===== src/rtl/countdown_seq_ctrl.sv =====
// countdown_seq_ctrl
// ------------------
// Sequencer for an MM:SS countdown built from two external DigitTimer
// instances (seconds and minutes). It generates the one-second decrement
// pulses, loads sanitised BCD presets, reloads seconds to 59 when a
// seconds-to-minutes borrow is needed, handles start/pause/clear, and raises
// Done when 00:00 is reached.
//
// Optional feature (macro AUTO_RELOAD_EN):
//   defined   - DONE lasts exactly CLK_PER_SEC cycles, then the sequencer
//               reloads the presets and counts down again.
//   undefined - DONE holds until StartBtn or ClearBtn; prescaler frozen.
//
// Ports:
//   clk, rst                        clock (rising edge), async active-low reset
//   StartBtn, PauseBtn, ClearBtn    single-cycle control pulses
//   MinTensSet, MinUnitsSet,
//   SecTensSet, SecUnitsSet         BCD preset digits
//   SecFin, MinFin                  "count is 00" flags from the DigitTimers
//   SecTensLoadVal/SecUnitsLoadVal,
//   SecTensLoad/SecUnitsLoad/SecDec load data, load strobes, decrement (seconds)
//   MinTensLoadVal/MinUnitsLoadVal,
//   MinTensLoad/MinUnitsLoad/MinDec load data, load strobes, decrement (minutes)
//   Running                         high in RUN or BORROW
//   Done                            high while the countdown sits at 00:00
//
// All outputs are registered: each is computed from the next state and
// appears in the cycle after the decision is made.

module countdown_seq_ctrl #(
  parameter int CLK_PER_SEC = 50000000,
  parameter int CNT_W       = 26
) (
  input  logic       clk,
  input  logic       rst,
  input  logic       StartBtn,
  input  logic       PauseBtn,
  input  logic       ClearBtn,
  input  logic [3:0] MinTensSet,
  input  logic [3:0] MinUnitsSet,
  input  logic [3:0] SecTensSet,
  input  logic [3:0] SecUnitsSet,
  input  logic       SecFin,
  input  logic       MinFin,
  output logic [3:0] SecTensLoadVal,
  output logic [3:0] SecUnitsLoadVal,
  output logic       SecTensLoad,
  output logic       SecUnitsLoad,
  output logic       SecDec,
  output logic [3:0] MinTensLoadVal,
  output logic [3:0] MinUnitsLoadVal,
  output logic       MinTensLoad,
  output logic       MinUnitsLoad,
  output logic       MinDec,
  output logic       Running,
  output logic       Done
);

  localparam logic [CNT_W-1:0] PRE_MAX = CNT_W'(CLK_PER_SEC - 1);

  typedef enum logic [2:0] {
    ST_IDLE,
    ST_LOAD,
    ST_RUN,
    ST_BORROW,
    ST_PAUSE,
    ST_DONE
  } state_t;

  state_t           state, state_nxt;
  logic [CNT_W-1:0] pre, pre_nxt, pre_inc;
  logic             pause_pend, pend_nxt;
  logic             tick;
  logic             sec_dec_nxt, min_dec_nxt, borrow_ld;
  logic             loading;
  logic [3:0]       sec_tens_val_nxt, sec_units_val_nxt;
  logic [3:0]       min_tens_val_nxt, min_units_val_nxt;

  // Clamp a BCD digit to an upper limit (out-of-range presets load as the limit).
  function automatic logic [3:0] clamp_digit(input logic [3:0] d, input logic [3:0] lim);
    return (d > lim) ? lim : d;
  endfunction

  assign pre_inc = (pre == PRE_MAX) ? '0 : pre + CNT_W'(1);
  assign tick    = (state == ST_RUN) && (pre == PRE_MAX);

  // Next-state and next-output decode. A pause that coincides with a
  // borrowing tick is remembered in pause_pend so that BORROW still
  // completes its seconds reload before the sequencer parks in PAUSE.
  always_comb begin
    state_nxt   = state;
    pre_nxt     = pre;
    pend_nxt    = pause_pend;
    sec_dec_nxt = 1'b0;
    min_dec_nxt = 1'b0;
    borrow_ld   = 1'b0;

    case (state)
      ST_IDLE: begin
        pre_nxt = '0;
        if (StartBtn) state_nxt = ST_LOAD;
      end
      ST_LOAD: begin
        pre_nxt   = pre_inc;
        state_nxt = ST_RUN;
      end
      ST_RUN: begin
        pre_nxt = pre_inc;
        if (tick) begin
          if (SecFin && MinFin) begin
            state_nxt = ST_DONE;
          end else if (SecFin) begin
            min_dec_nxt = 1'b1;
            pend_nxt    = PauseBtn;
            state_nxt   = ST_BORROW;
          end else begin
            sec_dec_nxt = 1'b1;
            state_nxt   = PauseBtn ? ST_PAUSE : ST_RUN;
          end
        end else if (PauseBtn) begin
          state_nxt = ST_PAUSE;
        end
      end
      ST_BORROW: begin
        pre_nxt   = pre_inc;
        borrow_ld = 1'b1;
        pend_nxt  = 1'b0;
        state_nxt = pause_pend ? ST_PAUSE : ST_RUN;
      end
      ST_PAUSE: begin
        if (StartBtn || PauseBtn) state_nxt = ST_RUN;
      end
      ST_DONE: begin
`ifdef AUTO_RELOAD_EN
        // The prescaler times the Done window; its wrap triggers the reload.
        pre_nxt = pre_inc;
        if (pre == PRE_MAX) state_nxt = ST_LOAD;
`else
        pre_nxt = pre;
`endif
        if (StartBtn) state_nxt = ST_LOAD;
      end
      default: begin
        state_nxt = ST_IDLE;
        pre_nxt   = '0;
        pend_nxt  = 1'b0;
      end
    endcase

    if (state_nxt == ST_LOAD) pre_nxt = '0;

    // Clear overrides every other event, including strobes decided above.
    if (ClearBtn) begin
      state_nxt   = ST_IDLE;
      pre_nxt     = '0;
      pend_nxt    = 1'b0;
      sec_dec_nxt = 1'b0;
      min_dec_nxt = 1'b0;
      borrow_ld   = 1'b0;
    end

    loading           = (state_nxt == ST_LOAD);
    sec_tens_val_nxt  = 4'd0;
    sec_units_val_nxt = 4'd0;
    min_tens_val_nxt  = 4'd0;
    min_units_val_nxt = 4'd0;
    if (loading) begin
      sec_tens_val_nxt  = clamp_digit(SecTensSet, 4'd5);
      sec_units_val_nxt = clamp_digit(SecUnitsSet, 4'd9);
      min_tens_val_nxt  = clamp_digit(MinTensSet, 4'd9);
      min_units_val_nxt = clamp_digit(MinUnitsSet, 4'd9);
    end else if (borrow_ld) begin
      sec_tens_val_nxt  = 4'd5;
      sec_units_val_nxt = 4'd9;
    end
  end

  // State, prescaler and registered outputs.
  always_ff @(posedge clk or negedge rst) begin
    if (!rst) begin
      state           <= ST_IDLE;
      pre             <= '0;
      pause_pend      <= 1'b0;
      SecTensLoadVal  <= 4'd0;
      SecUnitsLoadVal <= 4'd0;
      SecTensLoad     <= 1'b0;
      SecUnitsLoad    <= 1'b0;
      SecDec          <= 1'b0;
      MinTensLoadVal  <= 4'd0;
      MinUnitsLoadVal <= 4'd0;
      MinTensLoad     <= 1'b0;
      MinUnitsLoad    <= 1'b0;
      MinDec          <= 1'b0;
      Running         <= 1'b0;
      Done            <= 1'b0;
    end else begin
      state           <= state_nxt;
      pre             <= pre_nxt;
      pause_pend      <= pend_nxt;
      SecTensLoadVal  <= sec_tens_val_nxt;
      SecUnitsLoadVal <= sec_units_val_nxt;
      SecTensLoad     <= loading || borrow_ld;
      SecUnitsLoad    <= loading || borrow_ld;
      SecDec          <= sec_dec_nxt;
      MinTensLoadVal  <= min_tens_val_nxt;
      MinUnitsLoadVal <= min_units_val_nxt;
      MinTensLoad     <= loading;
      MinUnitsLoad    <= loading;
      MinDec          <= min_dec_nxt;
      Running         <= (state_nxt == ST_RUN) || (state_nxt == ST_BORROW);
      Done            <= (state_nxt == ST_DONE);
    end
  end

endmodule

===== config.mk =====
export PLATFORM = sky130hd
export DESIGN_NAME = countdown_seq_ctrl
export DESIGN_NICKNAME = d
export VERILOG_FILES = /design/src/rtl/countdown_seq_ctrl.sv
export SDC_FILE = /design/constraint.sdc
export NUM_CORES = 1
export LEC_CHECK = 0
export ABC_AREA = 1
export BUFFER_PORTS_ARGS = -buffer_cell sky130_fd_sc_hd__buf_4
export CAP_MARGIN = 25
export CELL_PAD_IN_SITES_DETAIL_PLACEMENT = 2
export CELL_PAD_IN_SITES_GLOBAL_PLACEMENT = 2
export CORE_AREA = 5 5 109 111
export DETAILED_ROUTE_END_ITERATION = 10
export DIE_AREA = 0 0 114 116
export PLACE_DENSITY_LB_ADDON = 0.1
export SYNTH_ARGS = -nofsm -noshare
export SYNTH_HDL_FRONTEND = slang
export SYNTH_SLANG_ARGS = --single-unit

===== constraint.sdc =====
create_clock -name clk -period 1.7 [get_ports clk]
set_input_delay 0.17 -clock clk [delete_from_list [all_inputs] [get_ports clk]]
set_output_delay 0.17 -clock clk [all_outputs]
set_load 0.005 [all_outputs]

==> Flow_metrics.wiki, run 1 <==
{| class="wikitable"
! Metric !! Value
|-
| Crit path top cell by count || nor2_4
|-
| DRC violations left || 0
|-
| Cell count of the worst reg-to-reg path || 12
|-
| Unrepaired setup endpoints after global routing || yes
|-
| Kind of cell with the highest combined delay on the critical path || simple AND/OR/NAND/NOR gates
|-
| Sequential share of power || between 40% and 50%
|-
| Final min period || 2.049 ns
|-
| CTS H-tree depth || 2
|-
| Die Ht || ~120 um
|-
| # rows || 38
|-
| Initial DRT Pass Iterations || 4
|-
| Proportion of layout cells with a drive suffix above 1 || about two fifths
|-
| Port-buffer cells || 46
|-
| Antenna viol nets, final || 0
|-
| Net count after synthesis || 435
|-
| Design area || 4758 um2
|-
| Die area || between 10,000 and 15,000 um2
|-
| Switching Power || 936.5 uW
|-
| Number of max-slew violations in the final report || 0
|-
| WHS || 0.05571 ns
|-
| Largest net degree at the start of global routing || 33
|-
| Required time of the critical path || 1.97 ns
|-
| Switching part of the total || between 30 and 40%
|-
| Worst Setup End Kind || flip-flop
|-
| Avg Synthesized Cell Area || between 7 and 8 um2
|-
| Total count of hold-check failures in the final report || 0
|-
| Diode count || 0
|-
| Leading cell types in the layout, fill and taps excluded || 136 x buf_4, 93 x nand2_1, 52 x dfrtp_1
|-
| Slack of the critical path || -0.3495 ns
|-
| Wire length after detailed routing || 12,500 um
|-
| Core region area || between 10,000 and 15,000 um2
|-
| Clock sink total || 52
|-
| Min-Delay Startpoint || SecFin
|-
| Sum of negative setup slack || -13.03 ns
|-
| GRT Resource Usage Total || 19.97%
|-
| Final cycle utilization of the critical path || 120.6%
|-
| Reported leakage power || ~2.4 nW
|-
| Largest fanout on the critical path || 7
|-
| CTS tree || done
|-
| Via count of the first global-routing pass || about 4,000
|-
| Reg-to-reg endpoint || MinTensLoadVal[3]$_DFF_PN0_
|-
| Layout-stage area growth over the synthesis result || 52.36%
|-
| Portion of the post-synthesis area used by sequential elements || 41.67%
|-
| Reg-to-reg setup timing slack || -0.35 ns
|-
| Via/cell ratio || 4.761
|-
| Starting Density || between 20 and 30%
|-
| Largest clock skew in the final design || between 0.01 and 0.015 ns
|-
| Clock-pin slew on the worst setup and hold paths || 0.12 ns
|-
| Critical register-to-register path startpoint || pre[0]$_DFFE_PN0P_
|-
| Maximum vdd ir drop || roughly 380 uV
|-
| Kind of path behind the tightest hold check || input pin to flip-flop
|-
| Number of maximum-capacitance constraint violations || 0
|-
| Startpoint class of the critical path || flip-flop
|-
| Arrival time of the worst setup path || 2.32 ns
|-
| Clock network power share || between 20% and 30%
|-
| Peak clock frequency supported by timing || 487.9 MHz
|-
| Worst-case setup slack after placement || -0.3288 ns
|-
| Violated checks || setup timing
|-
| Cell depth of the worst hold path || 2
|-
| Die Wd || 114 um
|-
| Clock tree buffer depth || 2
|-
| Buffer and inverter count on the worst path || 1
|-
| Clock latency on the worst-skew pair || between 0.3 and 0.4 ns
|-
| Post-layout nets || 585
|-
| Synthesized flop and latch total || 52
|-
| Count of synthesis-stage warnings from yosys || 0
|-
| Logic pwr share || approximately a quarter
|-
| Max-slew headroom || about three fifths
|-
| Area post-placement || 4312 um2
|-
| DR iter-0 viols || 133
|-
| Internal power summed over all cells || slightly below 2 mW
|-
| Crit-path slowest cell || dfrtp_1
|-
| Path type of the worst setup path || flip-flop to flip-flop
|-
| Clock buffers created by TritonCTS || 5
|-
| Most common cell after layout, fill and taps aside || buf_4
|-
| Largest stage delay, worst path || ~0.42 ns
|-
| Sum of internal, switching and leakage power || 2.873 mW
|-
| Post-synthesis cell area || 3123 um2
|-
| Master cell of the clock root buffer || clkbuf_8
|-
| Count of pins on the block boundary || 47
|-
| Worst-path cell chain || ha_4 -> nand2_4 -> nor2_4 -> nand2_2 -> nor2_4 -> nand4_2 -> nand2_1 -> nand2_2 -> nor2_4 -> buf_12 -> nand2_8 -> nor2_1
|-
| Detailed Place HPWL || 9203 um
|-
| Finish-stage setup viols || 47
|-
| Grt total ovfl || 0
|-
| Average routed wire per standard cell || 17.81 um
|-
| GP Congestion || 0.8194
|-
| Routed vias || roughly 3,300
|-
| Antenna violations before repair || 0
|-
| Result of the run || finished, violations left
|-
| P per Cell Area || 603.9 nW/um2
|-
| Endpoint with the worst hold slack || SecDec$_DFF_PN0_
|-
| Global-route wire length before repair || 20,640 um
|-
| Synth Instances || between 400 and 500
|-
| Synth unique cells || 38
|-
| Actual transition at the worst max-transition pin || approximately 0.60 ns
|}
-- per-layer routing --
metal | vias up | share of wire, % | global-route usage [%]
li1 | 1603 | - | -
met1 | 1676 | 40 | 22.56
met2 | 48 | 55 | 38.76
met3 | 15 | 2.1 | 2.924
met4 | 0 | 2.3 | 5.622
met5 | - | 0 | 0
-- cells by family after synthesis --
| group | after synthesis | share of synthesized area, % |
|---|---|---|
| compound gates | 34 | 6.851 |
| fa+ha+maj | 1 | 0.4006 |
| other cells | 1 | 0.1201 |
| simple gates | 250 | 39.02 |
| flops | 52 | 41.67 |
| buf+inv | 62 | 8.854 |
| xor+xnor | 11 | 3.085 |
-- timing repair --
action	CTS	global route
hold buffers	1	0
cloned	1	0
setup buffers	10	4
endpoints found under the hold margin	20	0
resized for setup	30	22
setup endpoints to repair	49	50
pin swaps	14	9
-- sequential cells by signal, summed over array words and instances (netlist names), 3 cells and up --
name,flops
MinTensLoadVal,4
MinUnitsLoadVal,4
SecTensLoadVal,4
SecUnitsLoadVal,4
pre,26
state,3
-- stage by stage --
| step | utilization [%] | cells |
|---|---|---|
| floorplan | - | 411 |
| global placement | 40.30 | 680 |
| detailed placement | 40.30 | 680 |
| CTS | 43.58 | 700 |
| global route | 44.48 | 702 |
| finish | 44.48 | 702 |
-- Yosys cell counts --
library cell  number  area share (%)
nor2_2             4            0.80
nand3b_1           1            0.24
a21oi_1            7             1.1
inv_2              6            0.72
o21ai_0           10             1.6
nand3_1           40             6.4
o21bai_1           1            0.24
nand4_2            2            0.80
nand2_1           97              12
buf_12             1            0.64
nor3_1            13             2.1
nand4_1            7             1.4
buf_2              1            0.16
nand2_4            1            0.36
xor2_1             9             2.5
buf_6              2            0.72
ha_1               1            0.40
nor2_4            13             4.7
o311ai_0           1            0.28
buf_4              3            0.72
conb_1             1            0.12
clkbuf_1           2            0.24
o21a_1             4            0.96
o211ai_1           2            0.48
inv_1             47             5.6
xnor2_1            2            0.56
nand2_2            7             1.4
a211oi_1           1            0.24
or2_2              3            0.60
nand3_2            1            0.32
nor2_1            54             6.5
dfrtp_1           52              42
and3_1             2            0.40
a21oi_2            2            0.56
o22ai_1            4            0.80
and2_1             4            0.80
a211o_1            2            0.56
nand3_4            1            0.56
-- worst max path at each step --
stage	end	cells past startpoint	slack (ns)	start
after CTS	SecUnitsLoadVal[0]$_DFF_PN0_	15	-0.25	pre[0]$_DFFE_PN0P_
after floorplan	pre[5]$_DFFE_PN0P_	13	-0.12	pre[0]$_DFFE_PN0P_
after global placement	SecUnitsLoadVal[1]$_DFF_PN0_	12	-0.20	pre[7]$_DFFE_PN0P_
final	MinTensLoadVal[3]$_DFF_PN0_	12	-0.35	pre[0]$_DFFE_PN0P_
after global routing	SecTensLoadVal[0]$_DFF_PN0_	12	-0.44	pre[0]$_DFFE_PN0P_
after detailed placement	SecUnitsLoadVal[1]$_DFF_PN0_	12	-0.33	pre[0]$_DFFE_PN0P_
-- layout make-up --
type / instances / area, um2
Clock buffer: 5 / 68.82
Clock inverter: 3 / 28.78
Fill cell: 1234 / 5939
Inverter: 53 / 198.9
Multi-Input combinational cell: 298 / 1762
Sequential cell: 52 / 1301
Tap cell: 140 / 175.2
Timing Repair Buffer: 151 / 1224
-- power groups by stage --
| stage | clock network [mW] | registers [mW] | logic (mW) |
|---|---|---|---|
| 2_1_floorplan | 0 | 1.33 | 0.284 |
| 3_3_place_gp | 0 | 1.33 | 0.572 |
| 3_5_place_dp | 0 | 1.33 | 0.597 |
| 4_1_cts | 0.857 | 1.31 | 0.701 |
| 5_1_grt | 0.918 | 1.32 | 0.805 |
| 6_report | 0.818 | 1.31 | 0.741 |
Note: power is estimated with default switching activity, not from simulation.
==> inputs of run 2 (changes only) <==
--- a/config.mk
+++ b/config.mk
@@ -5,14 +5,13 @@
 export SDC_FILE = /design/constraint.sdc
 export NUM_CORES = 1
 export LEC_CHECK = 0
-export ABC_AREA = 1
 export BUFFER_PORTS_ARGS = -buffer_cell sky130_fd_sc_hd__buf_4
 export CAP_MARGIN = 25
 export CELL_PAD_IN_SITES_DETAIL_PLACEMENT = 2
 export CELL_PAD_IN_SITES_GLOBAL_PLACEMENT = 2
-export CORE_AREA = 5 5 109 111
+export CORE_AREA = 5 5 102 104
 export DETAILED_ROUTE_END_ITERATION = 10
-export DIE_AREA = 0 0 114 116
+export DIE_AREA = 0 0 107 109
 export PLACE_DENSITY_LB_ADDON = 0.1
 export SYNTH_ARGS = -nofsm -noshare
 export SYNTH_HDL_FRONTEND = slang
==> run 2 against run 1 <==
- the run still ends with setup timing left
- die area down 12%
- core utilization about the same
- final area down 12%
- register-to-register slack better by 0.19 ns
- first-iteration DRC count down 46%
- non-clock buffer count down 38
- count of clock-buffer cells in the layout unchanged
- synthesized cell count down 26%
- setup slack better by 0.19 ns
- combinational power down 49%
- synthesized area down 9.7%
==> Flow_metrics.wiki, run 2 <==
{| class="wikitable"
! Metric !! Value
|-
| Result of the run || finished, violations left
|-
| Violated checks || setup timing
|-
| Clock tree buffer depth || 2
|-
| Post-synthesis xor/xnor area fraction || 0.3106%
|-
| Post-layout nets || 429
|-
| Core region area || 9459 um2
|-
| Synthesized-area fraction occupied by ao, oa, aoi and oai cells || a little under a fifth
|-
| Port-buffer cells || 46
|-
| Number of flip-flops in the largest register || 26
|-
| P per Cell Area || 681.9 nW/um2
|-
| Antenna viol nets, final || 0
|-
| Unrepaired setup endpoints after global routing || yes
|-
| Global-route wire length before repair || around 17,000 um
|-
| Clock-pin slew on the worst setup and hold paths || 0.11 ns
|-
| Final cycle utilization of the critical path || 109.5%
|-
| Fraction of synthesized cell area taken by the top area cell type || 46.14%
|-
| Largest clock skew in the final design || slightly above 0.009 ns
|-
| GP Congestion || 0.7488
|-
| Synth Instances || roughly 300
|-
| Most numerous cell types in the synthesized netlist || 52 x dfrtp_1, 37 x a31oi_1, 31 x nand2_1
|-
| Largest fanout on the critical path || 4
|-
| Initial DRT Pass Iterations || 4
|-
| Layout-stage area growth over the synthesis result || 49.11%
|-
| Routed metal-1 wire length || 4452 um
|-
| Routed vias || 2,848
|-
| Count of synthesis-stage warnings from yosys || 0
|-
| Final min period || between 1.5 and 2 ns
|-
| Number of maximum-capacitance constraint violations || 0
|-
| Avg Synthesized Cell Area || approximately 9.3 um2
|-
| Total count of hold-check failures in the final report || 0
|-
| Async set-or-reset flop fraction in the synthesized netlist || 100.0%
|-
| Die Ht || 109 um
|-
| Average routed wire per standard cell || 20.09 um
|-
| Net count after synthesis || 328
|-
| Via count of the first global-routing pass || 3,312
|-
| Leading cell types in the layout, fill and taps excluded || 107 x buf_4, 51 x dfrtp_1, 28 x nand2_1
|-
| GRT Resource Usage Total || a little under a fifth
|-
| Peak clock frequency supported by timing || 537.3 MHz
|-
| Synthesized flop and latch total || 52
|-
| Number of max-slew violations in the final report || 0
|-
| Reported leakage power || 1.808 nW
|-
| DRC violations left || 0
|-
| Master cell of the clock root buffer || clkbuf_8
|-
| Placed Instances || 504
|-
| Worst-case setup slack after placement || -0.1895 ns
|-
| Met2 wirelength from detailed routing || 5608 um
|-
| Cell accounting for the most synthesized area || dfrtp_1
|-
| Startpoint class of the critical path || flip-flop
|-
| DR iter-0 viols || 72
|-
| Required time of the critical path || 1.91 ns
|-
| Arrival time of the worst setup path || 2.07 ns
|-
| Number of enable flip-flop cells after synthesis || 0
|-
| Starting Density || between 20% and 30%
|-
| Max-slew headroom || 51.47%
|-
| Die Wd || 107 um
|-
| Mux cell area share after synthesis || under 10%
|-
| Most numerous cell in the Yosys netlist || dfrtp_1
|-
| Path type of the worst setup path || flip-flop to flip-flop
|-
| Largest net degree at the start of global routing || 53
|-
| CTS tree || done
|-
| Antenna violations before repair || 0
|-
| Via/cell ratio || 5.477
|-
| Slack of the critical path || -0.1613 ns
|-
| Primary flip-flop cell chosen by synthesis mapping || dfrtp_1
|-
| Simple logic cell fraction of the synthesized area || 27.73%
|-
| Die area || 11,660 um2
|-
| Amount of wire on met3 after detailed routing || 297 um
|-
| Biggest area contributors in the synthesized netlist || dfrtp_1 46%, a31oi_1 8.2%, nand2_1 4.1%, nand3_1 2.8%, nor2_1 2.3%
|-
| Clock buffers created by TritonCTS || 5
|-
| Maximum vdd ir drop || 296.8 uV
|-
| Dominant combinational cell family by area after synthesis || simple AND/OR/NAND/NOR gates
|-
| Finished Layout Cells || 520
|-
| Kind of path behind the tightest hold check || input pin to flip-flop
|-
| # rows || 36
|-
| Diode count || 0
|-
| Clock latency on the worst-skew pair || 0.32 ns
|-
| Top register by number of flip-flops || pre
|-
| Highest signal layer in the routed design || met4
|-
| Share of synthesized cell area in full adder, half adder and majority cells || 0.4437%
|-
| Finish-stage setup viols || 30
|-
| Most common cell after layout, fill and taps aside || buf_4
|-
| CTS H-tree depth || 2
|-
| Detailed Place HPWL || just over 7000 um
|-
| Worst Setup End Kind || flip-flop
|-
| Grt total ovfl || 0
|-
| # fillers || 1,047
|-
| Clock sink total || 52
|-
| Portion of the post-synthesis area used by sequential elements || 46.14%
|-
| Post-synthesis cell area || between 2000 and 3000 um2
|-
| Synth unique cells || 52
|-
| Count of pins on the block boundary || between 40 and 50
|-
| Wire length after detailed routing || 10,450 um
|-
| Proportion of layout cells with a drive suffix above 1 || 42.86%
|-
| Actual transition at the worst max-transition pin || 0.7280 ns
|}
[run 2: cell count changes in the layout (fill, tap and decap cells not counted), moves of 8 or more]
cell	delta
nand2_1	-65
inv_1	-37
buf_4	-29
a31oi_1	+27
nor2_1	-27
nand3_1	-20
nor2_4	-16
nor2_2	-11
buf_6	-10
xor2_1	-9
inv_2	-8
[run 2: per-stage QoR]
| step | util (%) | power (mW) | area, um2 | setup TNS (ns) | hold slack, ns |
|---|---|---|---|---|---|
| floorplan | - | 1.456 | 2863 | -1.254 | -0.1256 |
| global placement | 39.46 | 1.649 | 3732 | -1.885 | 0.2749 |
| detailed placement | 39.46 | 1.664 | 3732 | -3.550 | 0.2802 |
| CTS | 42.18 | 2.891 | 3990 | -2.922 | 0.006304 |
| global route | 44.46 | 3.000 | 4205 | -6.109 | 0.001889 |
| finish | 44.46 | 2.868 | 4205 | -3.585 | 0.01525 |
[run 2: final timing paths]
check,start,end,slack [ns],cells past startpoint
worst max-delay path,pre[11]$_DFFE_PN0P_,state[1]$_DFF_PN0_,-0.16,5
worst min register to register,pre[6]$_DFFE_PN0P_,pre[6]$_DFFE_PN0P_,0.54,1
min in group asynchronous,rst,SecDec$_DFF_PN0_,0.44,2
max in group asynchronous,rst,MinUnitsLoad$_DFF_PN0_,0.76,2
worst max register to register,pre[11]$_DFFE_PN0P_,state[1]$_DFF_PN0_,-0.16,5
worst min-delay path,SecFin,SecDec$_DFF_PN0_,0.02,2
[run 2: routing by layer]
layer	vias to the layer above	GRT usage, %
met4	0	4.384
met1	1463	21.18
met2	34	33.86
li1	1345	-
met5	-	0
met3	6	3.789
[run 2: cell type report]
type | instances | area (um2) | share of cell area, %
Sequential cell | 52 | 1303 | 30.97
Clock inverter | 3 | 90.09 | 2.142
Timing Repair Buffer | 113 | 923.4 | 21.96
Inverter | 8 | 30.03 | 0.7141
Clock buffer | 5 | 68.82 | 1.636
Tap cell | 114 | 142.6 | 3.392
Multi-Input combinational cell | 225 | 1648 | 39.18
[run 2: cell families after synthesis]
kind of cell / Yosys count
adder cells (fa/ha/maj): 1
AO/OA/AOI/OAI: 83
flip-flops: 52
AND/OR/NAND/NOR: 135
multiplexers: 4
buffers and inverters: 27
other: 1
XOR/XNOR: 1
[run 2: where the power goes]
part	switching (mW)	internal, mW	total, mW
combinational	0.199	0.180	0.379
sequential	0.0188	1.26	1.28
clock	0.469	0.737	1.21
[run 2: what timing repair did]
item,in CTS,in global routing
pin swaps,13,9
buffers inserted,2,3
gates cloned,0,2
hold buffers,1,0
endpoints found under the hold margin,52,0
resized for setup,15,26
setup endpoints to repair,38,44
[run 2: critical path, stage by stage, from the launching register on]
cell       delay [ns]
dfrtp_1          0.43
nor4b_4          0.31
nand2_1          0.13
or4_4            0.55
mux2i_4          0.22
o2bb2ai_1        0.12
